[config.mk]
export PLATFORM = sky130hd
export DESIGN_NAME = decoder_seq
export DESIGN_NICKNAME = d
export VERILOG_FILES = /design/src/rtl/decoder_seq.sv
export SDC_FILE = /design/constraint.sdc
export NUM_CORES = 1
export LEC_CHECK = 0
export CAP_MARGIN = 20
export CELL_PAD_IN_SITES_DETAIL_PLACEMENT = 0
export CELL_PAD_IN_SITES_GLOBAL_PLACEMENT = 1
export CORE_MARGIN = 5
export CORE_UTILIZATION = 40
export CTS_BUF_LIST = sky130_fd_sc_hd__clkbuf_2 sky130_fd_sc_hd__clkbuf_4 sky130_fd_sc_hd__clkbuf_8
export DETAILED_ROUTE_END_ITERATION = 10
export DONT_BUFFER_PORTS = 1
export PLACE_DENSITY = 0.74
export SYNTH_ARGS = -nofsm -noshare
export SYNTH_HDL_FRONTEND = slang
export SYNTH_SLANG_ARGS = --single-unit
[constraint.sdc]
create_clock -name clk -period 3.3 [get_ports clk]
set_input_delay 0.66 -clock clk [delete_from_list [all_inputs] [get_ports clk]]
set_output_delay 0.66 -clock clk [all_outputs]
set_load 0.1 [all_outputs]
[src/rtl/decoder_seq.sv]
// ---------------------------------------------------------------------------
// decoder_seq
//
// Registered 4-to-16 one-hot decoder with a valid/ready handshake and a
// programmable hold time. An accepted channel index drives exactly one bit
// of decoder_out for HOLD_CYCLES clocks. A single all-zero gap cycle follows,
// so consecutive selects can never overlap.
//
// Parameters
//   HOLD_CYCLES  clocks each select is held (legal 1..255, 8-bit counter)
//
// Ports
//   clk          clock, rising edge
//   reset        synchronous active-high reset
//   enable       block enable; low aborts any operation, outputs go to zero
//   binary_in    4-bit channel index
//   in_valid     binary_in is valid
//   in_ready     index is accepted this cycle (combinational)
//   scan         request an automatic 0..15 sweep (DECODER_SCAN_EN only)
//   decoder_out  registered one-hot select, zero when idle or in a gap
//   busy         registered, high while driving or in a gap
//   done         registered one-cycle pulse at normal completion
//
// Configuration
//   DECODER_SCAN_EN  when defined, adds the SCAN_DRIVE/SCAN_GAP states and
//                    the sweep index counter. When undefined, the scan port
//                    is accepted but has no effect.
// ---------------------------------------------------------------------------
module decoder_seq #(
  parameter int unsigned HOLD_CYCLES = 4
) (
  input  logic        clk,
  input  logic        reset,
  input  logic        enable,
  input  logic [3:0]  binary_in,
  input  logic        in_valid,
  output logic        in_ready,
  input  logic        scan,
  output logic [15:0] decoder_out,
  output logic        busy,
  output logic        done
);

  // The counter is loaded with HOLD_CYCLES-1 and counts down to zero. This
  // gives exactly HOLD_CYCLES cycles in a drive state.
  localparam logic [7:0] HOLD_LOAD = 8'(HOLD_CYCLES - 32'd1);

`ifdef DECODER_SCAN_EN
  typedef enum logic [2:0] {
    ST_IDLE       = 3'd0,
    ST_DRIVE      = 3'd1,
    ST_GAP        = 3'd2,
    ST_SCAN_DRIVE = 3'd3,
    ST_SCAN_GAP   = 3'd4
  } state_e;
`else
  typedef enum logic [1:0] {
    ST_IDLE  = 2'd0,
    ST_DRIVE = 2'd1,
    ST_GAP   = 2'd2
  } state_e;
`endif

  // One-hot decode of a 4-bit index.
  function automatic logic [15:0] onehot16(input logic [3:0] idx);
    onehot16 = 16'h0001 << idx;
  endfunction

  state_e      state_q, state_d;
  logic [7:0]  cnt_q, cnt_d;
  logic [15:0] out_q, out_d;
  logic        busy_q, busy_d;
  logic        done_q, done_d;
  logic        accept_s;
  logic        scan_block_s;

`ifdef DECODER_SCAN_EN
  logic [3:0]  idx_q, idx_d;

  // A pending scan request takes priority, so it withholds in_ready.
  assign scan_block_s = scan;
`else
  logic        unused_scan_s;

  assign unused_scan_s = scan;
  assign scan_block_s  = 1'b0;
`endif

  // Ready is decoded from state, enable and reset. Reset gates it so that
  // nothing is handshaken while the block is being cleared.
  assign in_ready = !reset && enable && (state_q == ST_IDLE) && !scan_block_s;
  assign accept_s = in_valid && in_ready;

  assign decoder_out = out_q;
  assign busy        = busy_q;
  assign done        = done_q;

  // Next-state, counter and registered-output computation.
  always_comb begin
    state_d = state_q;
    cnt_d   = cnt_q;
    out_d   = out_q;
    done_d  = 1'b0;
`ifdef DECODER_SCAN_EN
    idx_d   = idx_q;
`endif

    if (!enable) begin
      // An abort returns to IDLE silently. No done pulse is produced.
      state_d = ST_IDLE;
      cnt_d   = 8'd0;
      out_d   = 16'h0000;
`ifdef DECODER_SCAN_EN
      idx_d   = 4'd0;
`endif
    end else begin
      case (state_q)
        ST_IDLE: begin
          if (accept_s) begin
            state_d = ST_DRIVE;
            cnt_d   = HOLD_LOAD;
            out_d   = onehot16(binary_in);
          end
`ifdef DECODER_SCAN_EN
          else if (scan) begin
            state_d = ST_SCAN_DRIVE;
            cnt_d   = HOLD_LOAD;
            idx_d   = 4'd0;
            out_d   = onehot16(4'd0);
          end
`endif
          else begin
            state_d = ST_IDLE;
            cnt_d   = 8'd0;
            out_d   = 16'h0000;
          end
        end

        ST_DRIVE: begin
          if (cnt_q == 8'd0) begin
            // Going into the gap: the select drops and done is raised so
            // that both appear together in the gap cycle.
            state_d = ST_GAP;
            out_d   = 16'h0000;
            done_d  = 1'b1;
          end else begin
            cnt_d   = cnt_q - 8'd1;
          end
        end

        ST_GAP: begin
          state_d = ST_IDLE;
          cnt_d   = 8'd0;
          out_d   = 16'h0000;
        end

`ifdef DECODER_SCAN_EN
        ST_SCAN_DRIVE: begin
          if (cnt_q == 8'd0) begin
            // Only the gap after index 15 ends the sweep. The done pulse
            // goes in that gap and nowhere else.
            state_d = ST_SCAN_GAP;
            out_d   = 16'h0000;
            done_d  = (idx_q == 4'd15);
          end else begin
            cnt_d   = cnt_q - 8'd1;
          end
        end

        ST_SCAN_GAP: begin
          if (idx_q == 4'd15) begin
            // No wrap. A new sweep needs scan to be asserted again.
            state_d = ST_IDLE;
            cnt_d   = 8'd0;
            idx_d   = 4'd0;
            out_d   = 16'h0000;
          end else begin
            state_d = ST_SCAN_DRIVE;
            cnt_d   = HOLD_LOAD;
            idx_d   = idx_q + 4'd1;
            out_d   = onehot16(idx_q + 4'd1);
          end
        end
`endif

        default: begin
          state_d = ST_IDLE;
          cnt_d   = 8'd0;
          out_d   = 16'h0000;
        end
      endcase
    end

    // busy is registered alongside the state it describes.
    busy_d = (state_d != ST_IDLE);
  end

  // State, counter and output registers with synchronous reset.
  always_ff @(posedge clk) begin
    if (reset) begin
      state_q <= ST_IDLE;
      cnt_q   <= 8'd0;
      out_q   <= 16'h0000;
      busy_q  <= 1'b0;
      done_q  <= 1'b0;
    end else begin
      state_q <= state_d;
      cnt_q   <= cnt_d;
      out_q   <= out_d;
      busy_q  <= busy_d;
      done_q  <= done_d;
    end
  end

`ifdef DECODER_SCAN_EN
  // Sweep index register.
  always_ff @(posedge clk) begin
    if (reset) begin
      idx_q <= 4'd0;
    end else begin
      idx_q <= idx_d;
    end
  end
`endif

endmodule

## After elaboration in Yosys (flattened, before gate mapping)

Cells that the tools add are included.

| storage, ports and cells | value |
|---|---|
| bits in registers | 28 |
| logic and storage cells | 32 |

| operators by class | value |
|---|---|
| $add $sub $neg | 1 |
| equality and inequality tests | 3 |
| shift-type cells | 1 |
| mux-type cells | 11 |
| bitwise operators | 2 |
| reduce and logical (&&, ||, !) cells | 9 |

Operators with widths:

| operator | number |
|---|---|
| $mux W16 | 2 |
| $pmux W16 S2 | 1 |
| $pmux W8 S2 | 1 |
| $shl A1 B4 Y16 const A | 1 |
| $logic_not A8 Y1 | 1 |
| $mux W8 | 1 |
| $sub A8 B1 Y8 const B | 1 |
| $mux W2 | 3 |
| $ne A2 B2 Y1 const B | 2 |
| $pmux W2 S2 | 1 |
| $logic_and A1 B1 Y1 | 3 |
| $reduce_or A3 Y1 | 1 |
| $eq A2 B1 Y1 const B | 1 |
| $logic_not A2 Y1 | 1 |
| $mux W1 | 2 |
| $not A1 Y1 | 2 |
| $reduce_bool A2 Y1 | 1 |
| $reduce_or A2 Y1 | 1 |
| $logic_not A1 Y1 | 1 |

## Logic depth before layout (Yosys ltp)

| logic depth | value |
|---|---|
| word-level depth | 8 |
| depth in mapped cells | 6 |
| depth with buffers taken out | 5 |

## Least setup slack after synthesis

OpenSTA, ideal clock, no wires.

| timing path | value |
|---|---|
| kind | input -> output |
| start | in reset |
| end | out in_ready |
| arrival time | 2.402 ns |
| path slack | 0.238 ns |
| stages on the path | 2 |
| path through | or3b_2 -> nor2_1 |

| on the way | value |
|---|---|
| longest elaborated chain between the ends | 3 |

RTL lines:

| element | RTL line | RTL |
|---|---|---|
| from (decl) | 33 | `input logic reset,` |
| $logic_not A1 Y1 | 91 | `assign in_ready = !reset && enable && (state_q == ST_IDLE) && !scan_block_s;` |
| $logic_and A1 B1 Y1 (2 in a row) | 91 |  |
| to (decl) | 37 | `output logic in_ready,` |

No other way between the ends.

## Worst setup path in the final report

| timing path | value |
|---|---|
| start | reg state_q[1] |
| end | out in_ready |

| on the way | value |
|---|---|
| longest elaborated chain between the ends | 2 |

RTL lines:

| element | RTL line | RTL |
|---|---|---|
| from (decl) | 69 | `state_e state_q, state_d;` |
| from (signal assigned) | 207 | `state_q <= state_d;` |
| $logic_not A2 Y1 | 91 |  |
| $logic_and A1 B1 Y1 | 91 |  |

No other way between the ends.

==> results.json <==
{
  "min_to": "busy$_SDFF_PP0_",
  "cts.clk_slew.worst_paths_ps": 150,
  "viasPerCell": 5.884,
  "die_height_microns": 63.38,
  "start_kind": "flop",
  "placementRows": 19,
  "path_max_fanout": 4,
  "avgSynthCellArea_sq_um": 9.999,
  "cts_made_buffers": 3,
  "vias": 859,
  "max_slew.worst_pin.slew_ps": 1005,
  "synth_cell_type_count": 36,
  "h-tree-depth": 1,
  "finalSetupTns_ps": 0,
  "portBuffers": 0,
  "cts_resized": 0,
  "clk_latency_ps": 320,
  "cts_setup_buffers": 0,
  "die_x_microns": 63.38,
  "r2r-start": "cnt_q[0]$_SDFFE_PP0P_",
  "grt_pass1_wl_microns": 3912,
  "drive_gt1_share_pct": 10.43,
  "finalWirelength_microns": 2323,
  "finalPower_mw": 0.5697,
  "multi_input_comb_area_sq_um": 553.0,
  "wire_per_inst_microns": 15.91,
  "fmax_mhz": 444.2,
  "period_share_pct": 68.22,
  "final_cell_area_sq_mm": 0.001207,
  "hold_class": "in -> reg",
  "place_hpwl_microns": 1817,
  "hold_path_depth": 2,
  "syn_to_final_growth_pct": 5.928,
  "worst-setup-path-type": "reg -> out",
  "synth_cells": 114,
  "io_pins": 28,
  "dr.pass1.iters": 4,
  "ys_top_cells_by_area": "dfxtp_1 (49%), o2bb2ai_1 (6.1%), a32o_1 (4.4%)",
  "min_period_ps": 2251,
  "cts_root_buffer": "clkbuf_4",
  "report.final.hold_viol_count": 0,
  "power_leakage_nw": 0.4170,
  "antenna_found_initial": 0,
  "required_ps": 2640,
  "drtAntennaViolNets": 0,
  "seq_area_frac_synth_pct": 49.18,
  "timing.rr.end": "decoder_out[3]$_SDFFE_PP0P_",
  "r2r_cells": 5,
  "syn-cell-area_sq_mm": 0.001140,
  "grt_pass1_vias": 846,
  "syn_nets": 125,
  "drt_iter0_drc": 20,
  "status": "complete, no violations",
  "reg2reg_slack_ps": 1190,
  "dpl-instance-area_sq_mm": 0.001171,
  "report.final.slew_viol_count": 0,
  "place.gp.congestion": 0.7258,
  "synth_top_area_share_pct": 49.18,
  "end_kind": "primary output",
  "design.die.area_sq_mm": 0.004017,
  "relSlewSlack_pct": 32.93,
  "clock_skew_ps": 7.291,
  "clk_path_buf_depth": 2,
  "final_nets": 127,
  "drv_cap": 0,
  "synth_top_area_cell": "dfxtp_1",
  "grt_usage_pct": 12.04,
  "cp_data_arrival_time_ps": 1590,
  "yosys_warnings": 0,
  "worst_slack_ps": 1049,
  "finalSetupViolCount": 0,
  "synth_seq_cells": 28,
  "holdBufCountCts": 0,
  "cts_tree": "done",
  "seq_area_sq_um": 560.5,
  "fill_cells": 276,
  "diodes": 0,
  "grt_start_max_net_pins": 17,
  "min_from": "in_valid",
  "grt_setup_unrepaired": "false",
  "coreArea_sq_mm": 0.002734,
  "pre_cts_ws_ps": 1101,
  "clkSinkCount": 28,
  "power.density_mw_per_mm2": 471.9,
  "drc": 0,
  "initial_core_util_pct": 41.69,
  "grt-ovfl-total": 0,
  "vdd_ir_drop_max_mv": 0.2700
}
==> how the worst max path moves through the flow <==
| stage | start | endpoint | slack (ps) | cells past startpoint |
|---|---|---|---|---|
| floorplan | reset | in_ready | 240 | 2 |
| global placement | reset | in_ready | 1100 | 3 |
| detailed placement | reset | in_ready | 1100 | 3 |
| CTS | state_q[1]$_SDFF_PP0_ | in_ready | 1030 | 3 |
| global route | cnt_q[0]$_SDFFE_PP0P_ | decoder_out[6]$_SDFFE_PP0P_ | 960 | 5 |
| finish | state_q[1]$_SDFF_PP0_ | in_ready | 1050 | 3 |
==> Yosys cell counts <==
library cell / count
a211o_2: 1
a21boi_0: 1
a21oi_1: 5
a21oi_2: 1
a22o_1: 3
a32o_1: 5
buf_2: 1
clkbuf_1: 2
clkbuf_2: 1
dfxtp_1: 28
ha_1: 2
inv_1: 3
mux2i_1: 1
nand2_1: 5
nand2b_1: 3
nand3_1: 1
nand3b_1: 1
nand4_1: 2
nand4b_1: 1
nand4bb_1: 1
nor2_1: 6
nor2b_1: 4
nor3_1: 4
nor3b_1: 3
nor4_1: 3
nor4b_1: 1
nor4bb_1: 1
o211ai_1: 1
o21a_1: 1
o21ai_0: 4
o2bb2ai_1: 8
o311ai_0: 1
or2_2: 2
or3_1: 3
or3b_2: 2
or4_1: 2
==> worst max-delay path, cell delays in order, from the launching register on <==
cell     delay (ps)
dfxtp_1         360
or3b_2          520
nor2_2          100
buf_4           290
==> flip-flops by register name, summed over array words and instances (netlist names) <==
register / flops
busy: 1
cnt_q: 8
decoder_out: 16
done: 1
state_q: 2
==> per-layer routing <==
metal | up-vias | wire length, microns | global-route usage, %
met1 | 407 | 1007 | 13.30
met4 | 0 | 17 | 4.675
li1 | 435 | - | -
met5 | - | 0 | 0
met2 | 15 | 1172 | 20.69
met3 | 2 | 126 | 4.440
==> cell families after synthesis <==
group | after synthesis | synth area share (%)
simple gates | 45 | 24.04
compound gates | 31 | 21.19
flops | 28 | 49.18
buf+inv | 7 | 2.524
fa+ha+maj | 2 | 2.195
mux | 1 | 0.8782
==> cell usage in the layout, fill, tap and decap left out, types with 2 or more instances in the layout <==
master     synthesis  final
dfxtp_1           28     28
o2bb2ai_1          8      8
nor2_1             6      5
a32o_1             5      5
nand2_1            5      5
a21oi_1            5      5
nor2b_1            4      4
nor3_1             4      4
o21ai_0            4      4
inv_1              3      3
nor3b_1            3      3
nor4_1             3      3
nand2b_1           3      3
or3_1              3      3
a22o_1             3      3
clkbuf_4           0      3
or3b_2             2      2
or2_2              2      2
or4_1              2      2
nand4_1            2      2
ha_1               2      2
==> report_power, final <==
part | switching [mW] | internal (mW)
sequential | 0.0170 | 0.343
combinational | 0.0289 | 0.0186
clock | 0.0953 | 0.0674
total | 0.141 | 0.429
==> through the flow <==
stage | cells | util [%] | hold slack [ps]
3_3_place_gp | 142 | 42.84 | 464.0
3_5_place_dp | 142 | 42.84 | 493.1
5_1_grt | 146 | 44.16 | 458.0
4_1_cts | 146 | 44.16 | 470.8
2_1_floorplan | 114 | - | 452.3
6_report | 146 | 44.16 | 486.1
==> area by class of cell <==
type | instances | area share [%]
sequential | 28 | 46.42
multi-input combinational | 79 | 45.80
inverter | 3 | 0.9326
tap | 31 | 3.212
clock buffer | 4 | 3.005
timing repair buffer | 1 | 0.6218
No activity file was read; power rests on OpenSTA's default activity.
